$ cat config.mk
export PLATFORM = sky130hd
export DESIGN_NAME = lsu_mem_sequencer
export DESIGN_NICKNAME = d
export VERILOG_FILES = /design/src/rtl/lsu_mem_sequencer.sv
export SDC_FILE = /design/constraint.sdc
export NUM_CORES = 1
export LEC_CHECK = 0
export CAP_MARGIN = 15
export CORE_ASPECT_RATIO = 1.2
export CORE_MARGIN = 1.5
export CORE_UTILIZATION = 40
export DETAILED_ROUTE_END_ITERATION = 12
export GPL_TIMING_DRIVEN = 0
export PLACE_DENSITY = 0.78
export RECOVER_POWER = 100
export SYNTH_ARGS = -nofsm -noshare
export SYNTH_HDL_FRONTEND = slang
export SYNTH_SLANG_ARGS = --single-unit
$ cat constraint.sdc
create_clock -name clk -period 4.9 [get_ports clk]
set_input_delay 0.98 -clock clk [delete_from_list [all_inputs] [get_ports clk]]
set_output_delay 0.98 -clock clk [all_outputs]
set_load 0.01 [all_outputs]
$ cat src/rtl/lsu_mem_sequencer.sv
// Load/store sequencer between the RV32 execute stage and a single-ported word-wide data memory.
// Optional build macro LSU_MISALIGN_SPLIT_EN splits misaligned H/HU/W accesses into two word accesses.
module lsu_mem_sequencer #(
  parameter int unsigned TIMEOUT_CYCLES = 255
) (
  input  logic        clk,
  input  logic        reset,
  input  logic        req_valid,
  output logic        req_ready,
  input  logic [6:0]  OPCODE,
  input  logic [2:0]  func3,
  input  logic [31:0] addr,
  input  logic [31:0] regData,
  output logic        resp_valid,
  output logic [31:0] Load_data,
  output logic        access_err,
  output logic        stall,
  output logic        mem_req,
  output logic        mem_we,
  output logic [31:0] mem_addr,
  output logic [3:0]  mem_be,
  output logic [31:0] MEM_wr_data,
  input  logic        mem_ack,
  input  logic [31:0] MEM_rd_data
);

  // state  | meaning
  // IDLE   | ready for a new request
  // ISSUE  | first (or only) memory access in flight
  // RESP   | one-cycle response, resp_valid high
  // ISSUE2 | second word of a split misaligned access
  localparam logic [1:0] IDLE   = 2'd0;
  localparam logic [1:0] ISSUE  = 2'd1;
  localparam logic [1:0] RESP   = 2'd2;
`ifdef LSU_MISALIGN_SPLIT_EN
  localparam logic [1:0] ISSUE2 = 2'd3;
`endif

  localparam logic [15:0] TMO_LOAD = 16'(TIMEOUT_CYCLES - 1);

  logic [1:0]  state_q, state_d;
  logic [31:0] mem_addr_q, mem_addr_d;
  logic [3:0]  mem_be_q, mem_be_d;
  logic        mem_we_q, mem_we_d;
  logic [31:0] wr_data_q, wr_data_d;
  logic [31:0] load_data_q, load_data_d;
  logic        err_q, err_d;
  logic [15:0] timer_q, timer_d;
  logic [1:0]  off_q, off_d;
  logic [2:0]  f3_q, f3_d;
  logic        is_load_q, is_load_d;
`ifdef LSU_MISALIGN_SPLIT_EN
  logic [3:0]  be_hi_q, be_hi_d;
  logic [31:0] lo_word_q, lo_word_d;
`endif

  logic        is_load, is_store, is_mem, accept;
  logic        illegal, misaligned, err_accept;
  logic [3:0]  base_be;
  logic [7:0]  be8;
  logic [31:0] repl, wdata;
  logic [4:0]  wsh, rsh;
  logic [31:0] shifted, load_ext;

  assign is_load  = (OPCODE == 7'b0000011);
  assign is_store = (OPCODE == 7'b0100011);
  assign is_mem   = is_load | is_store;
  assign accept   = (state_q == IDLE) & req_valid & is_mem;

  assign illegal    = (func3[1:0] == 2'b11) | (func3[2] & func3[1]) | (is_store & func3[2]);
  assign misaligned = ((func3[1:0] == 2'b01) & addr[0]) |
                      ((func3[1:0] == 2'b10) & (addr[1:0] != 2'b00));

  always_comb begin
    base_be = 4'b0001;
    repl    = {4{regData[7:0]}};
    case (func3[1:0])
      2'b01: begin
        base_be = 4'b0011;
        repl    = {2{regData[15:0]}};
      end
      2'b10: begin
        base_be = 4'b1111;
        repl    = regData;
      end
      default: ;
    endcase
  end

  // Byte i of the store value lands on lane (offset + i) mod 4, so rotate the replicated value.
  assign be8   = {4'b0000, base_be} << addr[1:0];
  assign wsh   = {addr[1:0], 3'b000};
  assign wdata = (repl << wsh) | (repl >> (6'd32 - {1'b0, wsh}));

`ifdef LSU_MISALIGN_SPLIT_EN
  assign err_accept = illegal;
`else
  assign err_accept = illegal | misaligned | (|be8[7:4]);
`endif

  assign rsh = {off_q, 3'b000};
`ifdef LSU_MISALIGN_SPLIT_EN
  logic [31:0] merge_lo, merge_hi;
  assign merge_lo = (state_q == ISSUE2) ? lo_word_q : MEM_rd_data;
  assign merge_hi = (state_q == ISSUE2) ? MEM_rd_data : 32'd0;
  assign shifted  = (merge_lo >> rsh) | (merge_hi << (6'd32 - {1'b0, rsh}));
`else
  assign shifted  = MEM_rd_data >> rsh;
`endif

  always_comb begin
    case (f3_q)
      3'b000:  load_ext = {{24{shifted[7]}}, shifted[7:0]};
      3'b001:  load_ext = {{16{shifted[15]}}, shifted[15:0]};
      3'b100:  load_ext = {24'd0, shifted[7:0]};
      3'b101:  load_ext = {16'd0, shifted[15:0]};
      default: load_ext = shifted;
    endcase
  end

  always_comb begin
    state_d     = state_q;
    mem_addr_d  = mem_addr_q;
    mem_be_d    = mem_be_q;
    mem_we_d    = mem_we_q;
    wr_data_d   = wr_data_q;
    load_data_d = load_data_q;
    err_d       = err_q;
    timer_d     = timer_q;
    off_d       = off_q;
    f3_d        = f3_q;
    is_load_d   = is_load_q;
`ifdef LSU_MISALIGN_SPLIT_EN
    be_hi_d     = be_hi_q;
    lo_word_d   = lo_word_q;
`endif
    case (state_q)
      IDLE: begin
        if (accept) begin
          if (err_accept) begin
            state_d = RESP;
            err_d   = 1'b1;
          end else begin
            state_d    = ISSUE;
            err_d      = 1'b0;
            mem_addr_d = {addr[31:2], 2'b00};
            mem_be_d   = be8[3:0];
            mem_we_d   = is_store;
            wr_data_d  = wdata;
            off_d      = addr[1:0];
            f3_d       = func3;
            is_load_d  = is_load;
            timer_d    = TMO_LOAD;
`ifdef LSU_MISALIGN_SPLIT_EN
            be_hi_d    = be8[7:4];
`endif
          end
        end
      end
      ISSUE: begin
        if (mem_ack) begin
`ifdef LSU_MISALIGN_SPLIT_EN
          if (|be_hi_q) begin
            state_d    = ISSUE2;
            lo_word_d  = MEM_rd_data;
            mem_addr_d = mem_addr_q + 32'd4;
            mem_be_d   = be_hi_q;
            timer_d    = TMO_LOAD;
          end else begin
`endif
            state_d  = RESP;
            mem_be_d = 4'b0000;
            mem_we_d = 1'b0;
            if (is_load_q) load_data_d = load_ext;
`ifdef LSU_MISALIGN_SPLIT_EN
          end
`endif
        end else if (timer_q == 16'd0) begin
          state_d  = RESP;
          err_d    = 1'b1;
          mem_be_d = 4'b0000;
          mem_we_d = 1'b0;
        end else begin
          timer_d = timer_q - 16'd1;
        end
      end
`ifdef LSU_MISALIGN_SPLIT_EN
      ISSUE2: begin
        if (mem_ack) begin
          state_d  = RESP;
          mem_be_d = 4'b0000;
          mem_we_d = 1'b0;
          if (is_load_q) load_data_d = load_ext;
        end else if (timer_q == 16'd0) begin
          state_d  = RESP;
          err_d    = 1'b1;
          mem_be_d = 4'b0000;
          mem_we_d = 1'b0;
        end else begin
          timer_d = timer_q - 16'd1;
        end
      end
`endif
      RESP:    state_d = IDLE;
      default: state_d = IDLE;
    endcase
  end

  always_ff @(posedge clk or posedge reset) begin
    if (reset) begin
      state_q     <= IDLE;
      mem_addr_q  <= 32'd0;
      mem_be_q    <= 4'd0;
      mem_we_q    <= 1'b0;
      wr_data_q   <= 32'd0;
      load_data_q <= 32'd0;
      err_q       <= 1'b0;
      timer_q     <= 16'd0;
      off_q       <= 2'd0;
      f3_q        <= 3'd0;
      is_load_q   <= 1'b0;
`ifdef LSU_MISALIGN_SPLIT_EN
      be_hi_q     <= 4'd0;
      lo_word_q   <= 32'd0;
`endif
    end else begin
      state_q     <= state_d;
      mem_addr_q  <= mem_addr_d;
      mem_be_q    <= mem_be_d;
      mem_we_q    <= mem_we_d;
      wr_data_q   <= wr_data_d;
      load_data_q <= load_data_d;
      err_q       <= err_d;
      timer_q     <= timer_d;
      off_q       <= off_d;
      f3_q        <= f3_d;
      is_load_q   <= is_load_d;
`ifdef LSU_MISALIGN_SPLIT_EN
      be_hi_q     <= be_hi_d;
      lo_word_q   <= lo_word_d;
`endif
    end
  end

  assign req_ready   = (state_q == IDLE);
  assign resp_valid  = (state_q == RESP);
  assign access_err  = resp_valid & err_q;
`ifdef LSU_MISALIGN_SPLIT_EN
  assign mem_req     = (state_q == ISSUE) | (state_q == ISSUE2);
`else
  assign mem_req     = (state_q == ISSUE);
`endif
  // Stall covers the accept cycle itself, so it is partly combinational on req_valid.
  assign stall       = ~reset & ((state_q != IDLE) | accept);
  assign mem_we      = mem_we_q;
  assign mem_addr    = mem_addr_q;
  assign mem_be      = mem_be_q;
  assign MEM_wr_data = wr_data_q;
  assign Load_data   = load_data_q;

endmodule

Word level (Yosys, flattened, before mapping)
Index checks and enable logic that the tools add are counted.
{"block": "totals", "ff_bits": 124, "latchBits": 0, "ramBits": 0, "romBits": 0, "input_bits": 110, "word_cells": 92, "mem_count": 0}
{"block": "op_classes", "addsub": 2, "mul": 0, "n_div": 0, "n_lt_le_gt_ge": 0, "eq_ne": 16, "shifts": 4, "muxes": 28, "bitwise_logic": 18, "n_reduce_logical": 13}
{"operator": "32-bit one-hot mux with 4 select lines", "n": 1}
{"operator": "16-bit 2-to-1 mux", "n": 4}
{"operator": "32-bit one-hot mux with 2 select lines", "n": 1}
{"operator": "32-bit bitwise OR", "n": 1}
{"operator": "16-bit one-hot mux with 2 select lines", "n": 1}
{"operator": "32-bit by 5-bit << shifter with 32-bit output", "n": 1}
{"operator": "32-bit by 5-bit right shift with 32-bit output", "n": 1}
{"operator": "32-bit by 6-bit right shift with 32-bit output", "n": 1}
{"operator": "16-bit zero test", "n": 1}
{"operator": "4-bit 2-to-1 mux", "n": 4}
{"operator": "4-bit one-hot mux with 2 select lines", "n": 2}
{"operator": "16-bit by 1-bit subtractor with 16-bit output, second input constant", "n": 1}
{"operator": "1-bit bitwise AND", "n": 8}
{"operator": "1-bit 2-to-1 mux", "n": 8}
{"operator": "2-bit 2-to-1 mux", "n": 4}
{"operator": "4-bit AND reduction", "n": 2}
{"operator": "4-bit by 2-bit << shifter with 8-bit output", "n": 1}
{"operator": "7-bit by 2-bit == test with 1-bit output, second input constant", "n": 1}
{"operator": "7-bit by 6-bit == test with 1-bit output, second input constant", "n": 1}
{"operator": "1-bit bitwise OR", "n": 7}
{"operator": "2-bit == test, second input constant", "n": 3}
{"operator": "3-bit == test, second input constant", "n": 2}
{"operator": "2-bit != test, second input constant", "n": 3}
{"operator": "3-bit AND reduction", "n": 2}
{"operator": "14 further kinds", "n": 20}

Longest topological paths before layout
{"block": "logic_depth", "ltp_word": 8, "mapped_depth": 13, "depth_no_buf": 8}

Worst setup path before layout
No wires, ideal clock.
{"block": "synth_timing", "path_type": "input to register", "from": "in addr[1]", "to": "reg wr_data_q[16], in the netlist MEM_wr_data[16]", "setup_time_ns": 0.118, "arrival_ns": 3.379, "required_ns": 4.782, "slack_ns": 1.403, "path_stages": 12, "path_buffers": 6, "cell_sequence": "clkbuf_1 -> inv_1 -> clkbuf_1 -> ha_1 -> buf_2 -> nand2b_1 -> a221o_1 -> or4_1 -> buf_2 -> buf_6 -> buf_6 -> a21o_1"}
{"block": "synth_via", "elab_chain_len": 7, "elab_cells_between_ends": 13, "classes_between": "add/sub (1); shift (3); bitwise (6); reduce/logical (3)"}
{"item": "start, declared", "line_no": "12", "source": "input logic [31:0] addr,"}
{"item": "branches (longest 7 deep; another with 6-bit by 5-bit subtractor with 6-bit output)"}
{"item": "end signal, assigned", "line_no": "231", "source": "wr_data_q <= wr_data_d;"}
{"item": "end, declared", "line_no": "45", "source": "logic [31:0] wr_data_q, wr_data_d;"}
Several ways; the timed one is not identified.
A chain may end at the register's enable or synchronous reset.

Worst setup path after layout
{"block": "layout_timing", "from": "in addr[1]", "to": "reg wr_data_q[21], in the netlist MEM_wr_data[21]"}
The elaborated chain is that of the path after synthesis.

==> qor.txt <==
status -> finished, final reports clean
Routed Antenna Nets -> 0
EDFF count, synth -> 0
CTS Buffer Depth -> 2
Cell Rows -> 52
Max-Cap Viols -> 0
CP Class -> primary input to register
met2 WL -> 11.1 mm
Final Core Density -> 58.5%
Initial DRT Pass Iterations -> 6
mux contribution to synthesized area -> 4.23%
Worst Skew -> 0.00735 ns
Slew @ Worst Pin -> 1.31 ns
most frequent cell after synthesis -> nand2_1
CP endpoint kind -> register
sequential-to-total area share from yosys stat -> 44.6%
post-synth top area share -> 44.6%
Initial DRC Count -> 578
Max VDD drop -> 210 µV
Setup violations, final -> 0
count of pins over their slew limit -> 0
Remaining DRCs -> 0
dpl cells -> 1247
H-tree Lvls -> 4
met1 wire length -> 8.96 mm
RSZ-0062 raised after global routing -> no
Pleak -> 4.68 nW
area growth from synthesis to layout -> 42.8%
Yosys reg bits -> 124
Synth Area in Adders -> 1.26%
predominant post-synthesis flop cell -> dfrtp_1
min-delay src -> mem_addr[27]
Critical Path RT -> 5.26 ns
PortBufs -> 212
CTS clk-pin slew, worst paths -> 0.06 ns
core box area -> 0.0170 mm²
routed wire length -> 22.7 mm
crit path DAT -> 4.96 ns
Tot Pwr -> 2.85 mW
initial antenna violation count -> 0
CP Launch Point -> addr[1]
cells after synthesis -> 817
# diodes -> 0
drt wl/cell -> 17.7 µm
vias in the first global route -> 6979
YS warnings -> 0
fin nets -> 1168
Cell variety after synth -> 58
FMAX -> 217 MHz
Vias -> 7274
largest net degree at the start of global routing -> 99
Final Hold Slack -> 0.457 ns
clock latency on the worst-skew pair -> 0.43 ns
PwrDens -> 287 mW/mm²
starting density of the core -> 41.0%
Synth Area in Simple Gates -> 20.2%
crit path launch type -> primary input
die area -> 0.0182 mm²
post-synthesis compound-gate area fraction -> 23.9%
cts hold-fix bufs -> 0
XOR/XNOR share of the synthesized area -> 0.126%
main combinational cell family by area after synthesis -> compound AO/OA/AOI/OAI gates
synth top area cells -> dfrtp_1 (45%), nand2_1 (9.4%), o21ai_0 (4.2%)
final non-filler cell total -> 1280
Root Driver -> clkbuf_16
HP Class -> register to register
TritonCTS clock tree -> yes
total I/O pin count -> 216
top cells by count, synth -> nand2_1 (175), dfrtp_1 (124), o21ai_0 (59)
GRT Residual Overflow -> 0
Max Fanout on Critical Path -> 10
post-CTS setup buffer count -> 0
DIE HEIGHT -> 147 µm
Reg2Reg Setup Slack -> 2.11 ns
layout cells sized above 1 -> 6.02%
Die X -> 123 µm
PostCTS Resize Cnt -> 0
Max-slew headroom -> 12.2%
Final Hold Viols -> 0
Tcrit/Tclk final -> 93.9%
GPL Wtd Cong -> 0.937
DR top layer -> met4
Tmin final -> 4.60 ns
DR WL met3 -> 1.97 mm
Post-Syn Area -> 0.00696 mm²
clk sinks -> 124
CTS buffer count -> 17
via-per-instance ratio -> 5.68
first-pass GRT wire length -> 35.6 mm
Post-DP HPWL -> 16.7 mm
GRT Util Overall -> 25.1%
ys async rst share -> 100%
Avg Inst Size Synth -> 8.52 µm²
cell taking the most area after synthesis -> dfrtp_1
worst reg2reg path startpoint -> timer_q[4]
## flip-flops by register name (all words and copies together), names as in the netlist, 2 cells and up
| register | cells |
|---|---|
| Load_data | 32 |
| f3_q | 3 |
| mem_addr | 30 |
| off_q | 2 |
| mem_be | 4 |
| state_q | 2 |
| MEM_wr_data | 32 |
| timer_q | 16 |
## worst paths after layout
kind / end / cells past startpoint
setup / recovery: MEM_wr_data[21] / 13
hold / removal: mem_addr[27] / 2
setup reg to reg: mem_be[1] / 6
hold reg to reg: mem_addr[27] / 2
max in group asynchronous: MEM_wr_data[6] / 3
min in group asynchronous: MEM_wr_data[9] / 2
## logic make-up (layout without fill, tap and decap cells)
logic type,after synthesis,after routing
adders and majority gates,7,7
AOI/OAI and AO/OA,253,253
xor gates and xnor gates,1,1
other,1,2
DFF,124,124
and+or+nand+nor,317,317
muxes,28,28
buffers and inverters,86,332
## power breakdown
part	leakage, nW	switching, mW	internal [mW]
Sequential	1.70	0.0376	1.07
Clock	0.286	0.486	0.755
Combinational	2.69	0.271	0.233
Total	4.68	0.795	2.06
## placed cells by master, fill, tap and decap left out, types with 5 or more instances in the layout
cell type / instances
nand2_1: 175
dfrtp_1: 124
clkdlybuf4s50_1: 107
dlygate4sd3_1: 105
o21ai_0: 74
a21oi_1: 53
nor2_1: 52
clkbuf_1: 45
a221oi_1: 25
nor3_1: 24
inv_1: 21
a21o_1: 19
mux2i_1: 17
clkbuf_16: 17
nand3_1: 16
a22oi_1: 12
a22o_1: 12
mux2_2: 11
a222oi_1: 10
buf_1: 7
and3_1: 7
ha_1: 7
nand2b_1: 6
or3_1: 6
o21ai_1: 6
o2bb2ai_1: 6
nor2b_1: 5
nand4_1: 5
a211oi_1: 5
clkbuf_2: 5
## critical path, stage by stage
cell,delay [ns]
clkdlybuf4s50_1,0.55
clkbuf_1,0.30
inv_1,0.19
clkbuf_1,0.46
ha_1,0.24
buf_2,0.18
nand2b_1,0.07
a221o_1,0.37
or4_1,0.53
clkbuf_1,0.20
clkbuf_1,0.30
a211oi_1,0.46
a21o_1,0.13
## metal layers
metal  global-route usage (%)  vias to the layer above
li1                         -                     3398
met2                     41.8                      376
met3                     6.25                       50
met4                     9.37                        0
met5                        0                        -
met1                     31.4                     3450
## final cells by class
| type | instances | area [µm²] |
|---|---|---|
| Sequential cell | 124 | 3100 |
| Clock inverter | 11 | 108 |
| Inverter | 22 | 83.8 |
| Buffer | 64 | 273 |
| Clock buffer | 21 | 480 |
| Tap cell | 216 | 270 |
| Fill cell | 1512 | 7040 |
| Multi-Input combinational cell | 608 | 3460 |
| Timing Repair Buffer | 214 | 2150 |
## through the flow
step | cell area [µm²] | setup slack [ns] | setup TNS, ns
final | 9940 | 0.299 | 0
after CTS | 9980 | 0.352 | 0
after global placement | 9360 | -1.27 | -156.06
after global routing | 9940 | 0.108 | 0
after detailed placement | 9390 | -0.0785 | -0.0785
after floorplan | 6960 | 0.621 | 0
Power figures use the tool's default switching activity.
